$ cat src/rtl/sysid_checker_pkg.sv
// Shared types and constants for the boot-time system ID checker.
// SYSID_CHECKER_TS_CHECK_EN adds the timestamp read state.
package sysid_checker_pkg;

  typedef enum logic [1:0] {
    IDLE  = 2'd0,
    RD_ID = 2'd1,
`ifdef SYSID_CHECKER_TS_CHECK_EN
    RD_TS = 2'd2,
`endif
    DONE  = 2'd3
  } state_t;

  localparam logic ADDR_ID = 1'b0;
  localparam logic ADDR_TS = 1'b1;

  // Counter must be able to hold the value TIMEOUT_CYCLES itself.
  function automatic int tmo_cnt_w(input int cycles);
    return (cycles < 1) ? 1 : $clog2(cycles + 1);
  endfunction

endpackage

$ cat src/rtl/sysid_checker_timeout.sv
// Saturating stall counter shared by both read states; clear reloads zero.
module sysid_checker_timeout
  import sysid_checker_pkg::*;
#(
  parameter int LIMIT = 255
) (
  input  logic clock,
  input  logic reset,
  input  logic clear,
  input  logic en,
  output logic expired
);

  localparam int CNT_W = tmo_cnt_w(LIMIT);
  localparam logic [CNT_W-1:0] LIMIT_C = CNT_W'(LIMIT);

  logic [CNT_W-1:0] cnt;

  always_ff @(posedge clock or posedge reset) begin
    if (reset) begin
      cnt <= '0;
    end else if (clear) begin
      cnt <= '0;
    end else if (en && (cnt != LIMIT_C)) begin
      cnt <= cnt + 1'b1;
    end
  end

  assign expired = (cnt == LIMIT_C);

endmodule

$ cat config.mk
export PLATFORM = sky130hd
export DESIGN_NAME = sysid_checker_timeout
export DESIGN_NICKNAME = d
export VERILOG_FILES = /design/src/rtl/sysid_checker_pkg.sv /design/src/rtl/sysid_checker_timeout.sv
export SDC_FILE = /design/constraint.sdc
export NUM_CORES = 1
export LEC_CHECK = 0
export ABC_AREA = 0
export CORE_MARGIN = 2
export CORE_UTILIZATION = 30
export CTS_BUF_LIST = sky130_fd_sc_hd__clkbuf_8
export CTS_CLUSTER_SIZE = 14
export DETAILED_ROUTE_END_ITERATION = 10
export SLEW_MARGIN = 25
export SYNTH_ARGS = -nofsm -noshare
export SYNTH_HDL_FRONTEND = slang
export SYNTH_SLANG_ARGS = --single-unit
$ cat constraint.sdc
create_clock -name clock -period 3 [get_ports clock]
set_input_delay 0.6 -clock clock [delete_from_list [all_inputs] [get_ports clock]]
set_output_delay 0.6 -clock clock [all_outputs]
set_load 0.05 [all_outputs]
Yosys cells after proc, flatten, opt, wreduce, memory -nomap -nowiden. Index checks and enable logic that the tools add are counted.

Register bits after elaboration: 8. Latch bits: 0. Memory bits (writable): 0. Memory bits (read-only): 0. Input bits: 4. Output and inout port bits: 1. Word-level logic and storage cells: 8. Memories: 0.

Add/subtract/negate cells: 1. $mul: 0. Div/mod/pow operators: 0. $lt $le $gt $ge: 0. Equality and inequality tests: 2. Shift operators: 0. Muxes and demuxes: 2. Bitwise gates (word level): 0. Reduce and logical (&&, ||, !) cells: 2.

Operators by type and width (number): $mux 8 (2); $add 8x1->8 const B (1); $eq 8x8->1 const B (1); $ne 8x8->1 const B (1); $reduce_bool 2->1 (1); $logic_and 1x1->1 (1).

Logic depth before layout (Yosys ltp). Gate-level depths: netlist of the first run.

Word-level depth: 4. Depth in mapped cells: 5. Depth with buffers taken out: 4.

Worst setup path after synthesis of the first run. OpenSTA, ideal clock, no wires.

Path type: register to output. Start point: register cnt[0]. End point: output expired. Arrival: 1.266 ns. Data required time: 2.400 ns. Path slack: 1.134 ns. Stages on the path, launching flop included: 5. Path buffers: 1. Cells stage by stage: dfrtp_1 ha_1 and3_1 buf_2 and2_2.

Longest elaborated chain between the ends: 1.

Ends and longest elaborated chain: from (decl) (line sysid_checker_timeout.sv:17) `logic [CNT_W-1:0] cnt;`; from (signal assigned) (line sysid_checker_timeout.sv:25) `cnt <= cnt + 1'b1;`; $eq 8x8->1 (line sysid_checker_timeout.sv:29) `assign expired = (cnt == LIMIT_C);`; to (decl) (line sysid_checker_timeout.sv:11) `output logic expired`.

No other way between the ends.

Final worst setup path of the first run. Ends and elaborated chain as after synthesis.

==> flow_summary.yaml, run 1 <==
die:
  die_height_um: 44.3
  die_w_um: 44.3
  dieArea_um2: 1970
  rows: 14
  io_pins: 5
  core_um2: 1520
  start_util_pct: 32.0
final_layout:
  fin_util_pct: 36.8
  final_common_cell: "dfrtp_1"
  antennaDiodeCount: 0
  n_fill_cell: 148
  nNetsFinal: 59
  regMostFlops: "cnt"
  syn_to_final_growth_pct: 14.9
  reg.largest.list: "cnt: 8 flops"
  drive_gt1_share_pct: 15.4
  final_cell_mix: "dfrtp_1 (8), clkdlybuf4s50_1 (4), nor2b_1 (3), nor2_1 (3), clkbuf_8 (3)"
  largest_reg_flops: 8
global_routing:
  grt_pass1_vias: 381
  gr-total-overflow: 0
  track_usage_pct: 11.9
  grt_max_degree: 12
  grt_pass1_wl_um: 1660
  antenna_found_initial: 0
sta:
  post-route-period-util_pct: 93.7
  period_needed_ns: 2.81
  hold_viol_final: 0
  fin_skew_ns: 0.00173
  finalWorstSetupSlack_ns: 0.188
  setup_viol: 0
  rsz0062_at_grt: "no"
  setup_tns_ns: 0
  finalMaxSlewViolations: 0
  relSlewSlack_pct: 67.4
  fmax_mhz: 356
  worstMarginPinSlew_ns: 0.487
worst_setup_path:
  worstPathArrival_ns: 2.21
  crit-reg2reg-capture: "cnt[0]"
  r2r_start: "cnt[0]"
  critPathLaunch: "cnt[0]"
  r2r_slack_ns: 1.35
  cp-start-kind: "flip-flop"
  worstPathRequired_ns: 2.40
  crit_type: "reg -> out"
  crit_fanout: 7
  crit_path_end: "expired"
  worst_setup_path_end_kind: "output port"
  worst_r2r_path_depth: 4
synthesis:
  ys_types: 27
  synth_top_area_share_pct: 41.0
  ys_warn_count: 0
  syn_avg_cell_area_um2: 10.2
  syn_inst: 48
  synth-seq-cells: 8
  ys_top_cells_by_area: "dfrtp_1 (41%), nor2b_1 (3.8%), a41oi_1 (3.6%)"
  yosysTopAreaCell: "dfrtp_1"
  netlist_area_um2: 488
  yosysSeqAreaShare_pct: 41.0
  syn_nets: 53
worst_hold_path:
  hold_class: "reg -> reg"
power_and_ir_drop:
  clkPwrFrac_pct: 48.3
  p_sw_share_pct: 19.9
  p_int_uw: 207
  comb_power_share_pct: 7.6
  peakVddDrop_mv: 0.236
  seq_power_share_pct: 44.0
  p_per_area_nw_per_um2: 462
  p_leak_uw: 0.000237
  p_sw_uw: 51.7
  power_uw: 259
run_status:
  status: "finished, final reports clean"
clocking:
  postCtsResizedCells: 0
  path_clk_slew_ns: 0.04
  htreeDepth: 1
  clock_latency_ns: 0.23
  cts_tree: "yes"
  cts.sinks: 8
  postCtsSetupBuffers: 0
  ctsHoldBuffers: 0
  numCtsBuffers: 3
  clock-root-buffer: "clkbuf_8"
  cts_buffer_depth: 2
placed_design:
  place_ws_ns: 0.422
  gp_congestion: 0.668
  io_buffers: 4
routing:
  totalWireLength_um: 904
  via_per_inst: 5.63
  ant_nets: 0
  drc_errors: 0
  first_iter_violations: 14
  drt-wirelength-per-cell_um: 13.3
  drt_pass1_iterations: 4
  vias: 383
flow_run:
  maxCapViolCount: 0
[critical path, stage by stage, from the launching register on]
cell             delay [ns]
dfrtp_1                0.39
ha_1                   0.29
and3_1                 0.33
and2_2                 0.18
clkdlybuf4s50_1        0.79
[how the worst min path moves through the flow]
stage	start	end	slack, ns	cells after the start
floorplan	reset	cnt[0]	0.42	1
global placement	cnt[5]	cnt[5]	0.50	1
detailed placement	cnt[5]	cnt[5]	0.50	1
CTS	cnt[5]	cnt[5]	0.51	1
global route	cnt[5]	cnt[5]	0.55	1
finish	cnt[5]	cnt[5]	0.52	1
[synth_stat cells]
cell,number
a21oi_1,2
a31oi_1,2
a41oi_1,2
and2_2,1
dfrtp_1,8
and3_1,2
inv_1,1
mux2_2,1
nand2b_1,2
ha_1,1
nand2_1,1
a211oi_1,2
and4_1,1
a311oi_1,1
a21oi_2,1
nor2_1,3
nor2b_1,3
buf_2,1
nand4_1,2
nor3b_1,2
mux2i_1,1
a21boi_2,1
dlymetal6s2s_1,1
buf_6,1
nor3_1,2
nand3_1,2
mux2_4,1
[cell type report]
type                       instances  area (um^2)  area share [%]
tap                               16         20.0            3.57
clock buffer                       3         41.3            7.37
inverter                           1         3.75           0.670
sequential                         8          200            35.7
multi-input combinational         36          255            45.5
timing repair buffer               4         40.0            7.14
[cell families after synthesis]
kind of cell | count (synthesis) | synth area share (%)
simple gates | 21 | 25.1
compound gates | 11 | 17.2
flops | 8 | 41.0
buf+inv | 4 | 6.66
mux | 3 | 7.43
fa+ha+maj | 1 | 2.56
[metal layers]
layer | wire length, um | global-route usage [%] | vias to the layer above
met2 | 426 | 17.4 | 6
met5 | 0 | 0 | -
li1 | - | - | 191
met1 | 421 | 14.8 | 183
met4 | 27 | 10.3 | 0
met3 | 28 | 2.45 | 3
[power groups by stage]
stage / clock [uW] / sequential, uW / combinational, uW
after detailed placement: 0 / 115 / 19.8
after CTS: 132 / 114 / 19.9
after global routing: 140 / 114 / 22.0
after global placement: 0 / 115 / 20.0
final: 125 / 114 / 19.7
after floorplan: 0 / 115 / 13.2
[metrics by stage]
stage,hold slack (ns),cell area [um^2],cells
after floorplan,0.416,488,48
after CTS,0.512,561,68
after global placement,0.505,519,65
after detailed placement,0.503,519,65
final,0.519,561,68
after global routing,0.549,561,68
Note: power is estimated with default switching activity, not from simulation.
==> run 2: changes to the inputs <==
==> constraint.sdc (replaced) <==
create_clock -name clock -period 3 [get_ports clock]
set_input_delay 0.3 -clock clock [delete_from_list [all_inputs] [get_ports clock]]
set_output_delay 0.3 -clock clock [all_outputs]
set_load 0.05 [all_outputs]
==> results of run 2 <==
The final DEF is identical to that of run 1. Status: finished, final reports clean.
Among the figures that moved: setup slack after placement 0.422 ns -> 0.722 ns; setup slack after layout 0.188 ns -> 0.488 ns; hold slack 0.519 ns -> 0.317 ns
